--- src/rtl/hilo_unit_pkg.sv ---
// Shared CPU definitions: decoded op encoding, data word and HI/LO pair,
// plus the multiply engine's state type.
package cpu_defs;
  typedef logic [31:0] Word_t;

  typedef enum logic [3:0] {
    OP_NOP, OP_ADD, OP_SUB, OP_AND, OP_OR,
    OP_MFHI, OP_MFLO, OP_MTHI, OP_MTLO,
    OP_MULT, OP_MULTU
  } Oper_t;

  typedef struct packed {
    Word_t hi;
    Word_t lo;
  } HiLo_t;

  localparam int MUL_CYCLES = 32;

  typedef enum logic [1:0] {ST_IDLE, ST_MUL_RUN, ST_MUL_DONE} MulState_t;

  // 0x80000000 maps onto itself, which read unsigned is the 2^31 magnitude.
  function automatic Word_t mag32(Word_t v, logic sgn);
    return (sgn && v[31]) ? -v : v;
  endfunction
endpackage

--- src/rtl/hilo_unit_if.sv ---
// Op issue / read-data bundle between the decoder side and hilo_unit.
interface hilo_unit_if;
  import cpu_defs::*;
  Oper_t op;
  logic  op_valid;
  logic  op_ready;
  Word_t reg1;
  Word_t reg2;
  Word_t result;
  logic  result_valid;

  modport master (output op, op_valid, reg1, reg2,
                  input  op_ready, result, result_valid);
  modport slave  (input  op, op_valid, reg1, reg2,
                  output op_ready, result, result_valid);
endinterface

--- src/rtl/hilo_unit_mul_iter.sv ---
// Radix-2 shift-add multiplier on operand magnitudes; sign applied to the
// final 64-bit product. abort drops any in-flight multiply.
module mul_iter
  import cpu_defs::*;
(
  input  logic        clk,
  input  logic        rst_n,
  input  logic        start_i,
  input  logic        signed_op_i,
  input  Word_t       a_i,
  input  Word_t       b_i,
  input  logic        abort_i,
  output logic        busy_o,
  output logic        done_o,
  output logic [63:0] product_o
);
  localparam logic [4:0] CNT_LAST = 5'(MUL_CYCLES - 1);

  MulState_t   state_q, state_d;
  logic [63:0] mcand_q, mcand_d;
  logic [63:0] acc_q, acc_d;
  Word_t       mplier_q, mplier_d;
  logic [4:0]  cnt_q, cnt_d;
  logic        neg_q, neg_d;

  always_comb begin
    state_d  = state_q;
    mcand_d  = mcand_q;
    acc_d    = acc_q;
    mplier_d = mplier_q;
    cnt_d    = cnt_q;
    neg_d    = neg_q;
    unique case (state_q)
      ST_IDLE: if (start_i) begin
        mcand_d  = {32'd0, mag32(a_i, signed_op_i)};
        mplier_d = mag32(b_i, signed_op_i);
        neg_d    = signed_op_i & (a_i[31] ^ b_i[31]);
        acc_d    = '0;
        cnt_d    = '0;
        state_d  = ST_MUL_RUN;
      end
      ST_MUL_RUN: begin
        if (mplier_q[0]) acc_d = acc_q + mcand_q;
        mcand_d  = mcand_q << 1;
        mplier_d = mplier_q >> 1;
        cnt_d    = cnt_q + 5'd1;
        if (cnt_q == CNT_LAST) state_d = ST_MUL_DONE;
      end
      ST_MUL_DONE: state_d = ST_IDLE;
      default:     state_d = ST_IDLE;
    endcase
    if (abort_i && state_q != ST_IDLE) state_d = ST_IDLE;
  end

  always_ff @(posedge clk) begin
    if (!rst_n) begin
      state_q  <= ST_IDLE;
      mcand_q  <= '0;
      acc_q    <= '0;
      mplier_q <= '0;
      cnt_q    <= '0;
      neg_q    <= 1'b0;
    end else begin
      state_q  <= state_d;
      mcand_q  <= mcand_d;
      acc_q    <= acc_d;
      mplier_q <= mplier_d;
      cnt_q    <= cnt_d;
      neg_q    <= neg_d;
    end
  end

  assign busy_o    = (state_q != ST_IDLE);
  assign done_o    = (state_q == ST_MUL_DONE);
  assign product_o = neg_q ? -acc_q : acc_q;
endmodule

--- src/rtl/hilo_unit.sv ---
// Execute-stage HI/LO unit: architectural HI/LO, MFxx/MTxx and an iterative
// multiply that stalls issue via op_ready until the product is written.
module hilo_unit
  import cpu_defs::*;
(
  input  logic        clk,
  input  logic        rst_n,
  input  logic        flush,
  hilo_unit_if.slave  bus,
  output Word_t       hi_out,
  output Word_t       lo_out
);
  HiLo_t hilo_q, hilo_d;
  Word_t result_q, result_d;
  logic  rv_q, rv_d;

  logic        accept, mul_start, mul_busy, mul_done;
  logic [63:0] mul_product;

  assign bus.op_ready = ~mul_busy;
  assign accept       = bus.op_valid & bus.op_ready & ~flush;
  assign mul_start    = accept & (bus.op == OP_MULT || bus.op == OP_MULTU);

  mul_iter u_mul (
    .clk        (clk),
    .rst_n      (rst_n),
    .start_i    (mul_start),
    .signed_op_i(bus.op == OP_MULT),
    .a_i        (bus.reg1),
    .b_i        (bus.reg2),
    .abort_i    (flush),
    .busy_o     (mul_busy),
    .done_o     (mul_done),
    .product_o  (mul_product)
  );

  always_comb begin
    hilo_d   = hilo_q;
    result_d = result_q;
    rv_d     = 1'b0;
    if (accept) begin
      unique case (bus.op)
        OP_MTHI: hilo_d.hi = bus.reg1;
        OP_MTLO: hilo_d.lo = bus.reg1;
        OP_MFHI: begin result_d = hilo_q.hi; rv_d = 1'b1; end
        OP_MFLO: begin result_d = hilo_q.lo; rv_d = 1'b1; end
        default: ;
      endcase
    end
    // A flush landing on the completion cycle discards the product.
    if (mul_done && !flush) hilo_d = mul_product;
  end

  always_ff @(posedge clk) begin
    if (!rst_n) begin
      hilo_q   <= '0;
      result_q <= '0;
      rv_q     <= 1'b0;
    end else begin
      hilo_q   <= hilo_d;
      result_q <= result_d;
      rv_q     <= rv_d;
    end
  end

  assign bus.result       = result_q;
  assign bus.result_valid = rv_q;
  assign hi_out           = hilo_q.hi;
  assign lo_out           = hilo_q.lo;
endmodule
--- src/flat_wrapper.sv ---
// flat-port wrapper written by rule: the top's interface ports become plain ports
module hilo_unit_flat import cpu_defs::*;
  (clk, rst_n, flush, hi_out, lo_out, bus_op, bus_op_valid, bus_reg1, bus_reg2, bus_op_ready, bus_result, bus_result_valid);
  hilo_unit_if bus_i ();
  input  logic clk;
  input  logic rst_n;
  input  logic flush;
  output Word_t hi_out;
  output Word_t lo_out;
  input wire logic [$bits(bus_i.op)-1:0] bus_op;
  input wire logic [$bits(bus_i.op_valid)-1:0] bus_op_valid;
  input wire logic [$bits(bus_i.reg1)-1:0] bus_reg1;
  input wire logic [$bits(bus_i.reg2)-1:0] bus_reg2;
  output wire logic [$bits(bus_i.op_ready)-1:0] bus_op_ready;
  output wire logic [$bits(bus_i.result)-1:0] bus_result;
  output wire logic [$bits(bus_i.result_valid)-1:0] bus_result_valid;
  assign bus_i.op = bus_op;
  assign bus_i.op_valid = bus_op_valid;
  assign bus_i.reg1 = bus_reg1;
  assign bus_i.reg2 = bus_reg2;
  assign bus_op_ready = bus_i.op_ready;
  assign bus_result = bus_i.result;
  assign bus_result_valid = bus_i.result_valid;
  hilo_unit u_core (.clk(clk), .rst_n(rst_n), .flush(flush), .bus(bus_i), .hi_out(hi_out), .lo_out(lo_out));
endmodule
--- config.mk ---
export PLATFORM = sky130hd
export DESIGN_NAME = hilo_unit_flat
export DESIGN_NICKNAME = d
export VERILOG_FILES = /design/src/rtl/hilo_unit_pkg.sv /design/src/rtl/hilo_unit_if.sv /design/src/rtl/hilo_unit_mul_iter.sv /design/src/rtl/hilo_unit.sv /design/src/flat_wrapper.sv
export SDC_FILE = /design/constraint.sdc
export NUM_CORES = 1
export LEC_CHECK = 0
export BUFFER_PORTS_ARGS = -buffer_cell sky130_fd_sc_hd__buf_2
export CORE_ASPECT_RATIO = 1.25
export CORE_MARGIN = 5
export CORE_UTILIZATION = 39
export DETAILED_ROUTE_END_ITERATION = 7
export GPL_TIMING_DRIVEN = 0
export SETUP_SLACK_MARGIN = 0.3
export SYNTH_ARGS = -nofsm -noshare
export SYNTH_HDL_FRONTEND = slang
export SYNTH_SLANG_ARGS = --single-unit
--- constraint.sdc ---
create_clock -name clk -period 6.6 [get_ports clk]
set_input_delay 1.65 -clock clk [delete_from_list [all_inputs] [get_ports clk]]
set_output_delay 1.65 -clock clk [all_outputs]
set_load 0.05 [all_outputs]
# == Word level (Yosys, flattened, before mapping) ==
# Cells that the tools add are included.
# totals
input_bits,72
elab_cells,79
output_inout_bits,98
reg_bits,265
# op_classes
n_addsub,5
reduce_logical,23
n_bitwise,8
n_eq_ne,12
mux,21
# op_table
cell,n
$mux 64,6
$pmux 64 s2,2
$mux 32,5
$pmux 32 s2,2
$add 64x64->64,1
$neg 32->32,2
$neg 64->64,1
$reduce_and 2->1,7
$eq 4x3->1 const B,3
$eq 4x4->1 const B,3
$reduce_bool 2->1,6
$pmux 5 s2,1
$add 5x1->5 const B,1
$eq 5x5->1 const B,1
$mux 5,1
$and 1x1->1,4
$logic_and 1x1->1,4
$mux 2,2
$ne 2x2->1 const B,2
$pmux 2 s2,1
$reduce_or 2->1,2
$not 1->1,3
$reduce_and 3->1,1
$eq 2x1->1 const B,1
7 further kinds,7

# == Depth between registers and ports, before layout ==
# Gate-level depths: netlist (run 1).
# logic_depth
word_depth,7
mapped_depth,13
mapped_depth_nobuf,13

# == Modules after synthesis ==
# From an unflattened synthesis (run 1), not the netlist that was laid out.
# unflattened
cells_unflattened,2071
area_unflattened_um2,16789.9
# by_module_without_submodules
mod,n_inst,area_per_inst_um2,cells_per_inst,seq_area_each_um2
mul_iter,1,12226.7,1628,3363.2
hilo_unit,1,4563.1,443,1941.9

# == Least setup slack after synthesis (run 1) ==
# Ideal clock, no wire load.
# synth_timing
path_type,input to register
from,in bus_reg2[4]
to,reg u_core.u_mul.mplier_q[30]
path_slack_ps,2270
t_arrival_ps,4215
required_time_ps,6485
setup_time_ps,115
cell_stages,10
n_path_buf,0
path_cell_list,or3_1 or3b_2 nor4_1 nand2_1 nor4_1 nand2_1 o41ai_1 xor2_1 o21ai_0 and2_1
# synth_via
elab_chain_cells,4
# synth_rtl
item,line,text
"start, declared",flat_wrapper.sv:13,input wire logic [$bits(bus_i.reg2)-1:0] bus_reg2;
$neg 32->32,hilo_unit_pkg.sv:23,return (sgn && v[31]) ? -v : v;
$mux 32,hilo_unit_pkg.sv:23,
$mux 32,hilo_unit_mul_iter.sv:34,ST_IDLE: if (start_i) begin
$pmux 32 s2,hilo_unit_mul_iter.sv:33,unique case (state_q)
"end signal, assigned",hilo_unit_mul_iter.sv:67,mplier_q <= mplier_d;
"end, declared",hilo_unit_mul_iter.sv:22,"Word_t mplier_q, mplier_d;"
# Every way passes these cells. The select of a mux whose other input is x is not followed.
# A chain may end at the register's enable or synchronous reset.

# == Worst setup path in the final report (run 1) ==
# layout_timing
from,reg u_core.u_mul.acc_q[6]
to,reg u_core.hilo_q (netlist bit u_core.hi_out[26])
# layout_via
elab_chain_cells,3
# layout_rtl
item,line,text
"start, declared",hilo_unit_mul_iter.sv:21,"logic [63:0] acc_q, acc_d;"
"start signal, assigned",hilo_unit_mul_iter.sv:59,acc_q <= '0;
"start signal, assigned",hilo_unit_mul_iter.sv:66,acc_q <= acc_d;
$neg 64->64,hilo_unit_mul_iter.sv:75,assign product_o = neg_q ? -acc_q : acc_q;
$mux 64,hilo_unit_mul_iter.sv:75,
$mux 64,hilo_unit.sv:51,if (mul_done && !flush) hilo_d = mul_product;
"end signal, assigned",hilo_unit.sv:60,hilo_q <= hilo_d;
"end, declared",hilo_unit.sv:13,"HiLo_t hilo_q, hilo_d;"
# Every way passes these cells.

==> run summary, run 1 <==
status = complete, no violations
Yosys reg bits = 265
pwr/cell area = 187 nW/um^2
H-tree levels = 1
Post-Synth Adder-Cell Area = 5.09%
Starting Density = 39.5%
CTS tree = built
Reg clk slew, reported paths = 70 ps
Post-Syn Instances = 2080
leakage power total = 9.24 nW
CP Max Fanout = 7
Die Height = 244 um
Worst R2R End = u_core.hi_out[26]$_SDFFE_PN0P_
Post-Route Skew = 16.7 ps
ANT nets after route = 0
Slew Viols, Final = 0
vias = 16500
Most used DFF post-synth = dfxtp_1
Ports = 170
post-synthesis simple-gate area fraction = 19.5%
layout cells sized above 1 = 11.3%
Final Hold Viols = 0
grt ovf = 0
area grow syn2layout = 15.4%
global-route usage over all layers = 25.4%
async set-or-reset flop fraction in the synthesized netlist = 0%
crit path kind = flip-flop to flip-flop
initial antenna violation count = 1
post-DP HPWL = 51300 um
final instance area = 19700 sq um
Worst R2R Start = u_core.u_mul.acc_q[6]$_SDFFE_PN0P_
main combinational cell family by area after synthesis = compound AO/OA/AOI/OAI gates
multiplexer share of the synthesized area = 5.46%
hold depth = 2
number of warning messages in the yosys log = 0
width of the die = 197 um
register area share after synthesis = 31.0%
critical path required time = 7060 ps
CTS resizes = 0
Syn Nets = 2221
Core Area = 43300 sq um
first-pass GRT wire length = 96700 um
routability cong. = 0.939
Post-DP Area = 18700 sq um
IR drop worst, VDD = 0.000187 V
Post-synth EDFFs = 0
worst skew pair latency = 580 ps
flop-to-flop setup slack = 1730 ps
hold_sp = u_core.u_mul.mplier_q[7]$_SDFFE_PN0P_
routed len/inst = 22.2 um
Setup TNS Final = 0 ps
Distinct cells, synth = 76
critical path endpoint category = flip-flop
Slew headroom = 18.6%
total die area = 48200 sq um
post-synthesis xor/xnor area fraction = 9.11%
Port Buf Inserts = 167
fin util = 45.6%
CP arrival = 5340 ps
Fmax = 205 MHz
Num CTS Buffers = 30
Sink Count = 265
Hold Buf Count CTS = 0
total wire length = 63700 um
Hold Crit Class = flip-flop to flip-flop
Pre-antenna DRT Iters = 6
setup ws final = 1730 ps
Setup crit start = u_core.u_mul.acc_q[6]$_SDFFE_PN0P_
Final min period = 4870 ps
Tot Pwr = 3.70 mW
Initial DRC Count = 1210
hold path endpoint = u_core.u_mul.mplier_q[6]$_SDFFE_PN0P_
worst reg-to-reg path cell count = 10
fin nets = 2421
buffer count from post-CTS setup fixing = 0
Root Driver = clkbuf_16
unrepaired setup endpoints after global routing = false
largest net degree at the start of global routing = 15
Tcrit/Tclk final = 73.8%
# rows = 85
Cell Area, Synth = 17100 sq um
number of global-route vias before repair = 16100
Synth Area in Compound Gates = 25.7%
final setup fails = 0
pre-CTS WS = 1450 ps
Residual DRC = 0
Max clock buf depth = 3
crit path launch type = flip-flop
slew at the pin closest to its max-slew limit = 1210 ps
Post-Syn Area per Cell = 8.22 sq um
vias per std cell = 5.76
MaxCap Viol Count = 0
[power breakdown]
group          internal, mW  switching [mW]
combinational        0.0793           0.168
clock                  1.12           0.709
sequential             1.61          0.0109
total                  2.81           0.888
[layer usage]
layer / track usage, % / wire [um] / vias to the layer above
li1: - / - / 7912
met1: 31.0 / 26200 / 7958
met2: 44.8 / 31000 / 522
met3: 2.73 / 3370 / 135
met4: 11.1 / 3150 / 0
met5: 0 / 0 / -
[area by class of cell]
class / count / area (sq um)
Fill cell: 4250 / 23500
Inverter: 32 / 120
Buffer: 144 / 594
Timing Repair Buffer: 168 / 843
Sequential cell: 265 / 5310
Tap cell: 565 / 707
Multi-Input combinational cell: 1639 / 11100
Antenna cell: 1 / 2.50
Clock inverter: 10 / 153
Clock buffer: 44 / 925
[Yosys cell counts, types with 4 or more instances]
master,count,share of area [%]
or4_1,8,0.35
xor2_1,86,4.4
o21a_1,7,0.31
or3_1,13,0.48
o31ai_2,4,0.29
o21ai_0,144,4.2
a31oi_1,8,0.29
clkbuf_1,113,2.5
nor4_1,21,0.77
o41ai_1,10,0.51
nand2_1,280,6.1
nand3b_1,4,0.18
inv_1,32,0.70
and3_1,22,0.80
a21boi_0,63,2.8
a22oi_1,82,3.6
and2_1,61,2.2
a21oi_1,94,2.8
nor2_1,67,1.5
mux2i_1,91,5.3
nand4_1,20,0.73
xnor2_1,92,4.7
nand2b_1,10,0.37
nand3_1,71,2.1
o31ai_1,25,1.1
o211a_1,79,4.6
or3_2,5,0.22
nor3_1,26,0.76
o22ai_1,4,0.15
nor2b_1,35,1.3
buf_2,5,0.15
buf_1,21,0.46
ha_1,68,5.0
dfxtp_1,265,31
or2_2,4,0.15
nor3b_1,4,0.18
a21o_1,53,2.3
o21bai_1,15,0.66
o211ai_1,7,0.31
clkbuf_8,4,0.32
[placed cells by master, fill, tap and decap left out, types with 8 or more instances in the layout]
cell type  netlist  layout
nor4_1          21      21
inv_1           32      32
a21boi_0        63      63
or4_1            8       8
a31oi_1          8       8
clkbuf_8         4      14
o41ai_1         10      10
nand2b_1        10      10
xnor2_1         92      92
xor2_1          86      86
o21bai_1        15      15
dfxtp_1        265     265
nand2_1        280     280
nand4_1         20      20
and2_1          61      61
ha_1            68      68
a21oi_1         94      94
buf_1           21      21
o21ai_0        144     144
o211a_1         79      79
or3_1           13      13
nor2_1          67      67
nand3_1         71      71
clkbuf_1       113     116
and3_1          22      22
clkbuf_16        0      31
a21o_1          53      53
nor2b_1         35      35
nor3_1          26      26
mux2i_1         91      91
a22oi_1         82      82
buf_2            5     172
o31ai_1         25      25
[per-stage QoR]
step / hold WS [ps] / cells
after floorplan: 441 / 2080
after global placement: 454 / 2812
after detailed placement: 458 / 2813
after CTS: 466 / 2867
after global routing: 505 / 2868
final: 465 / 2868
[cells by family after synthesis]
group | after synthesis
AND/OR/NAND/NOR | 671
AO/OA/AOI/OAI | 628
flip-flops | 265
XOR/XNOR | 178
buffers and inverters | 176
multiplexers | 93
adder cells (fa/ha/maj) | 69
[how the worst max path moves through the flow]
stage	endpoint	slack, ps
after floorplan	u_core.u_mul.mplier_q[30]$_SDFFE_PN0P_	2270
after global placement	u_core.u_mul.mcand_q[28]$_SDFFE_PN0P_	1500
after detailed placement	u_core.u_mul.acc_q[39]$_SDFFE_PN0P_	1450
after CTS	u_core.hi_out[26]$_SDFFE_PN0P_	1850
after global routing	u_core.hi_out[26]$_SDFFE_PN0P_	1700
final	u_core.hi_out[26]$_SDFFE_PN0P_	1730
[sequential cells by signal, indices dropped and copies added, names as in the netlist, 2 cells and up]
| register | count |
|---|---|
| u_core.u_mul.acc_q | 64 |
| u_core.u_mul.mcand_q | 64 |
| u_core.u_mul.cnt_q | 5 |
| u_core.hi_out | 32 |
| u_core.u_mul.state_q | 2 |
| u_core.bus.result | 32 |
| u_core.lo_out | 32 |
| u_core.u_mul.mplier_q | 32 |
[critical path, cell delays in order, from the launching register on]
cell and delay (ps):
dfxtp_1 390, or4_4 570, or3_4 410, or2_2 390, o21ai_0 960, o21ai_1 580
a21oi_1 580, o21ai_0 280, nor2_1 180, xnor2_1 160, o211a_1 240
Power figures use the tool's default switching activity.
==> inputs of run 2 (changes only) <==
==> constraint.sdc (replaced) <==
create_clock -name clk -period 4.4 [get_ports clk]
set_input_delay 1.1 -clock clk [delete_from_list [all_inputs] [get_ports clk]]
set_output_delay 1.1 -clock clk [all_outputs]
set_load 0.05 [all_outputs]
==> run 2 against run 1 <==
Global-route usage about the same. Setup slack worse by 1400 ps. Critical endpoint is now u_core.u_mul.mcand_q[28]$_SDFFE_PN0P_. First-iteration DRC count down 4.2%. Clock skew up 2.8 ps.
==> run summary, run 2 (synthesis gave the netlist of run 1 again) <==
status = complete, no violations
# rows = 85 (unchanged)
area of the multi-input gates = 11100 sq um (+0.50%)
IR drop worst, VDD = 0.000282 V (+50%)
Residual DRC = 0 (unchanged)
leakage power total = 9.24 nW (about the same)
routability cong. = 0.939 (unchanged)
slew at the pin closest to its max-slew limit = 1160 ps (-46.0 ps)
critical path endpoint category = flip-flop
top flop regs = u_core.u_mul.acc_q x64, u_core.u_mul.mcand_q x64
post-DP HPWL = 51300 um (unchanged)
Core Area = 43300 sq um (unchanged)
largest net degree at the start of global routing = 15 (unchanged)
width of the die = 197 um (unchanged)
first-pass GRT wire length = 96700 um (unchanged)
Tot Pwr = 5.55 mW (+50%)
Register Area = 5310 sq um (unchanged)
CTS tree = built
P_sw = 1.33 mW (+50%)
Max clock buf depth = 3 (unchanged)
CP cell instances = buf_2, or4_1, nor4_1, nand3_1, or3_1, inv_1, nand2_1, o41ai_1, xor2_1, o21ai_0, and2_1
CP max stage cell = nor4_1
layout cells sized above 1 = 11.6% (+0.30 points)
Root Driver = clkbuf_16
vias = 16600 (+0.66%)
pwr/cell area = 280 nW/um^2 (+50%)
Die Height = 244 um (unchanged)
number of global-route vias before repair = 16100 (-0.043%)
CP arrival = 4530 ps (-810 ps)
fin nets = 2421 (unchanged)
unrepaired setup endpoints after global routing = false
Starting Density = 39.5% (unchanged)
worst skew pair latency = 590 ps (about the same)
H-tree levels = 1 (unchanged)
fin util = 45.7% (+0.14 points)
Slew headroom = 21.8% (+3.2 points)
vias per std cell = 5.80 (+0.59%)
power share of the clock group = 49.4% (about the same)
crit path launch type = input port
Final Hold Viols = 0 (unchanged)
switching power share of the total = 24.0% (about the same)
ANT nets after route = 0 (unchanged)
fillers = 4251 (+0.024%)
Ports = 170 (unchanged)
area grow syn2layout = 15.8%
initial antenna violation count = 2 (+1)
CP Max Fanout = 4 (-3)
Buffers & Inverters on Critical Path = 2 (+2)
Hold Buf Count CTS = 0 (unchanged)
final setup fails = 0 (unchanged)
internal power = 4.21 mW (+50%)
global-route usage over all layers = 25.4% (about the same)
Num CTS Buffers = 30 (unchanged)
kind of cell adding the most delay to the critical path = simple AND/OR/NAND/NOR gates
Post-Route Skew = 19.4 ps (+2.79 ps)
total die area = 48200 sq um (unchanged)
grt ovf = 0 (unchanged)
Final min period = 4050 ps
sequential share of power = 43.9% (about the same)
commonest non-fill, non-tap cell in the layout = nand2_1
total wire length = 63900 um (+0.34%)
Sink Count = 265 (unchanged)
Fmax = 247 MHz
critical path required time = 4880 ps (-2180 ps)
crit path kind = input port to flip-flop
Tcrit/Tclk final = 92.0%
leading cell types in the layout, fill and taps excluded = nand2_1 (280), dfxtp_1 (265), buf_2 (172)
Slew Viols, Final = 0 (unchanged)
Hold Crit Class = flip-flop to flip-flop
MaxCap Viol Count = 0 (unchanged)
Initial DRC Count = 1159 (-4.2%)
Pre-antenna DRT Iters = 6 (unchanged)
Comb power frac = 6.7% (about the same)
Reg clk slew, reported paths = 60 ps (about the same)
Port Buf Inserts = 167 (unchanged)
max incr delay on CP = 780 ps (-180 ps)
routed len/inst = 22.3 um (+0.27%)
run 2: cell count changes in the layout (fill, tap and decap cells not counted), sizes merged:
cell,delta
diode,+2
run 2: cell type report:
| class | count | share of cell area, % |
|---|---|---|
| multi-input combinational | 1639 | 56.3 |
| buffer | 144 | 3.00 |
| clock buffer | 44 | 4.67 |
| antenna | 3 | 0.0379 |
| timing repair buffer | 168 | 4.26 |
| tap | 565 | 3.57 |
| sequential | 265 | 26.8 |
| clock inverter | 10 | 0.771 |
| inverter | 32 | 0.607 |
run 2: worst paths after layout:
path                                          from                                     to  slack (ps)  cells past startpoint
max                                    bus_reg1[7]  u_core.u_mul.mcand_q[28]$_SDFFE_PN0P_         350                     11
min          u_core.u_mul.mplier_q[4]$_SDFFE_PN0P_  u_core.u_mul.mplier_q[3]$_SDFFE_PN0P_         470                      2
max reg2reg    u_core.u_mul.acc_q[18]$_SDFFE_PN0P_         u_core.hi_out[31]$_SDFFE_PN0P_         410                     10
min reg2reg  u_core.u_mul.mplier_q[4]$_SDFFE_PN0P_  u_core.u_mul.mplier_q[3]$_SDFFE_PN0P_         470                      2
run 2: routing by layer:
| layer | up-vias | GRT usage [%] | share of wire (%) |
|---|---|---|---|
| li1 | 7919 | - | - |
| met1 | 8035 | 31.0 | 41 |
| met2 | 546 | 44.8 | 49 |
| met3 | 136 | 2.74 | 5.5 |
| met4 | 0 | 11.1 | 5.0 |
| met5 | - | 0 | 0 |
run 2: worst reg2reg max path: cells and delay by family, from the launching register on:
family / cells / cell delay, ps
AO/OA/AOI/OAI: 2 / 450
flip-flops: 1 / 370
XOR/XNOR: 1 / 420
AND/OR/NAND/NOR: 7 / 2640
run 2: what timing repair did:
| action | CTS | global route |
|---|---|---|
| setup endpoints to repair | 9 | 43 |
| buffers inserted | 0 | 0 |
| pin swaps | 0 | 0 |
| gates resized for setup | 5 | 6 |
run 2: power groups by stage:
stage | clock [mW] | sequential, mW | combinational (mW)
final | 2.74 | 2.44 | 0.372
after global routing | 2.87 | 2.44 | 0.397
after CTS | 2.79 | 2.44 | 0.369
after detailed placement | 0 | 2.49 | 0.368
after global placement | 0 | 2.49 | 0.364
after floorplan | 0 | 2.52 | 0.168
run 2: metrics by stage:
stage | setup WS (ps) | cell area (sq um) | hold slack (ps) | std cells | setup TNS (ps)
3_5_place_dp | -301 | 18700 | 458 | 2813 | -4220
4_1_cts | 331 | 19800 | 466 | 2867 | 0
5_1_grt | 302 | 19800 | 505 | 2868 | 0
3_3_place_gp | -231 | 18600 | 454 | 2812 | -1690
2_1_floorplan | 620 | 17100 | 441 | 2080 | 0
6_report | 353 | 19800 | 465 | 2870 | 0
==> inputs of run 3 (changes only) <==
--- a/config.mk
+++ b/config.mk
@@ -6,8 +6,7 @@
 export NUM_CORES = 1
 export LEC_CHECK = 0
 export BUFFER_PORTS_ARGS = -buffer_cell sky130_fd_sc_hd__buf_2
-export CORE_ASPECT_RATIO = 1.25
-export CORE_MARGIN = 5
+export CORE_ASPECT_RATIO = 1.75
 export CORE_UTILIZATION = 39
 export DETAILED_ROUTE_END_ITERATION = 7
 export GPL_TIMING_DRIVEN = 0
==> run 3 against run 2 <==
Die area is 7.1% lower. Fmax grew 0.65%. Largest power group is now sequential cells. Design area down 1.1%. Non-clock buffer count unchanged. Setup slack gained 26 ps. Clock power fell by 13%. Sequential power about the same. Power fell by 6.2%. Largest cell class unchanged. Core utilization is 0.55 points lower.
==> run summary, run 3 (synthesis gave the netlist of run 1 again) <==
Buffers & Inverters on Critical Path = 2 (unchanged)
worst skew pair latency = 580 ps (about the same)
max incr delay on CP = 630 ps (-150 ps)
number of global-route vias before repair = 16300 (+1.4%)
Slew Viols, Final = 0 (unchanged)
leading cell types in the layout, fill and taps excluded = nand2_1 (280), dfxtp_1 (265), buf_2 (172)
vias per std cell = 5.80 (about the same)
Residual DRC = 0 (unchanged)
Die Height = 279 um (+14%)
leakage power total = 9.13 nW (-1.2%)
routed len/inst = 23.5 um (+5.3%)
CP max stage cell = nor4_2
Initial DRC Count = 1142 (-1.5%)
Num CTS Buffers = 27 (-10%)
first-pass GRT wire length = 100000 um (+3.9%)
Worst R2R Start = u_core.u_mul.acc_q[4]$_SDFFE_PN0P_
Pre-antenna DRT Iters = 5 (-1)
met3 GRT Util = 3.22% (+0.48 points)
hold_ws = 467 ps (+1.61 ps)
# rows = 101 (+19%)
Final Hold Viols = 0 (unchanged)
width of the die = 160 um (-19%)
pwr/cell area = 266 nW/um^2 (-5.2%)
Root Driver = clkbuf_16
Starting Density = 39.5% (-0.055 points)
critical path required time = 4860 ps (-20 ps)
layout cells sized above 1 = 11.4% (-0.19 points)
area grow syn2layout = 14.5%
slew at the pin closest to its max-slew limit = 1140 ps (-24.2 ps)
number of cells on the critical path = 11 (unchanged)
unrepaired setup endpoints after global routing = true
total die area = 44700 sq um (-7.1%)
# diodes = 0 (-3)
worst reg-to-reg path cell count = 11 (+1)
IR drop worst, VDD = 0.000293 V (+4.0%)
final setup fails = 0 (unchanged)
commonest non-fill, non-tap cell in the layout = nand2_1
crit path launch type = input port
routability cong. = 0.962 (+2.4%)
Hold Buf Count CTS = 0 (unchanged)
fin nets = 2418 (-0.12%)
Tot Pwr = 5.21 mW (-6.2%)
MaxCap Viol Count = 0 (unchanged)
vias = 16600 (-0.22%)
largest net degree at the start of global routing = 16 (+1)
status = complete, no violations
Hold Crit Class = flip-flop to flip-flop
Tcrit/Tclk final = 91.4% (-0.59 points)
grt ovf = 0 (unchanged)
CP Max Fanout = 4 (unchanged)
flop-to-flop setup slack = 390 ps (-20 ps)
CTS tree = built
Core Area = 43300 sq um (+0.14%)
initial antenna violation count = 0 (-2)
Sink Count = 265 (unchanged)
Reg clk slew, reported paths = 70 ps (about the same)
met2 usage in global routing = 56.1% (+11 points)
Port Buf Inserts = 167 (unchanged)
Critical Path End = u_core.u_mul.mcand_q[28]$_SDFFE_PN0P_
global-route usage over all layers = 29.7% (+4.3 points)
post-DP HPWL = 54800 um (+7.0%)
Setup crit start = bus_reg1[7]
crit path kind = input port to flip-flop
Max clock buf depth = 3 (unchanged)
kind of cell adding the most delay to the critical path = simple AND/OR/NAND/NOR gates
top flop regs = u_core.u_mul.acc_q x64, u_core.u_mul.mcand_q x64
Worst R2R End = u_core.u_mul.acc_q[63]$_SDFFE_PN0P_
ANT nets after route = 0 (unchanged)
Slew headroom = 24.2% (+2.3 points)
Post-Route Skew = 18.5 ps (-0.993 ps)
Ports = 170 (unchanged)
CP cell instances = buf_2, or4_1, nor4_2, nand3_1, or3_1, inv_1, nand2_1, o41ai_1, xor2_1, o21ai_0, and2_1
critical path endpoint category = flip-flop
H-tree levels = 1 (unchanged)
CP arrival = 4490 ps (-40 ps)
GR peak layer = met2
Fmax = 249 MHz (+0.65%)
grt met1 use = 28.5% (-2.5 points)
total wire length = 67100 um (+5.0%)
Final min period = 4020 ps (-26.1 ps)
## run 3: cell types whose count changed in the layout (fill, tap and decap cells not counted), sizes merged
cell      delta
clkbuf      -13
clkinv       +5
clkinvlp     +3
diode        -3
bufinv       -1
inv          +1
## run 3: what timing repair did
item,in CTS,in global routing
setup buffers,0,0
setup endpoints to repair,7,9
gates resized for setup,4,6
## run 3: routing by layer
| layer | part of all wire, % | wire (um) |
|---|---|---|
| met1 | 35 | 23400 |
| met2 | 52 | 34800 |
| met3 | 3.6 | 2410 |
| met4 | 9.8 | 6590 |
| met5 | 0 | 0 |
## run 3: power by group
part           switching (mW)  internal [mW]
clock network            1.07           1.32
registers              0.0175           2.42
logic                   0.259          0.119
## run 3: worst register-to-register path, stage by stage, from the launching register on
cell and delay [ps]:
dfxtp_1 430, ha_1 320, a21o_1 200, o21bai_1 210, o2111ai_1 660, a2111oi_2 220
o31a_1 400, or2_2 300, o21ai_0 460, o21ai_1 220, xor2_1 180, a221o_1 290
## run 3: cell type report
class | count | area, sq um
Fill cell | 4292 | 23800
Multi-Input combinational cell | 1639 | 11100
Buffer | 144 | 594
Clock buffer | 31 | 701
Tap cell | 566 | 708
Timing Repair Buffer | 168 | 843
Sequential cell | 265 | 5310
Inverter | 32 | 120
Clock inverter | 18 | 186
## run 3: worst min-delay path by stage
stage | startpoint | slack, ps | depth (start not counted) | end
floorplan | u_core.u_mul.mplier_q[7]$_SDFFE_PN0P_ | 440 | 2 | u_core.u_mul.mplier_q[6]$_SDFFE_PN0P_
finish | u_core.u_mul.mplier_q[7]$_SDFFE_PN0P_ | 470 | 2 | u_core.u_mul.mplier_q[6]$_SDFFE_PN0P_
global placement | u_core.u_mul.mplier_q[5]$_SDFFE_PN0P_ | 460 | 2 | u_core.u_mul.mplier_q[4]$_SDFFE_PN0P_
CTS | u_core.u_mul.mplier_q[3]$_SDFFE_PN0P_ | 470 | 2 | u_core.u_mul.mplier_q[2]$_SDFFE_PN0P_
global route | u_core.u_mul.mplier_q[4]$_SDFFE_PN0P_ | 500 | 2 | u_core.u_mul.mplier_q[3]$_SDFFE_PN0P_
detailed placement | u_core.u_mul.mplier_q[7]$_SDFFE_PN0P_ | 460 | 2 | u_core.u_mul.mplier_q[6]$_SDFFE_PN0P_
## run 3: per-stage QoR
stage | setup slack (ps) | TNS [ps] | utilization, % | std cells | instance area [sq um]
finish | 379 | 0 | 45.2 | 2863 | 19600
global route | 265 | 0 | 45.2 | 2863 | 19600
global placement | -458 | -5830 | 43.0 | 2813 | 18600
CTS | 204 | 0 | 45.1 | 2863 | 19600
floorplan | 620 | 0 | - | 2080 | 17100
detailed placement | -406 | -3220 | 43.1 | 2814 | 18700
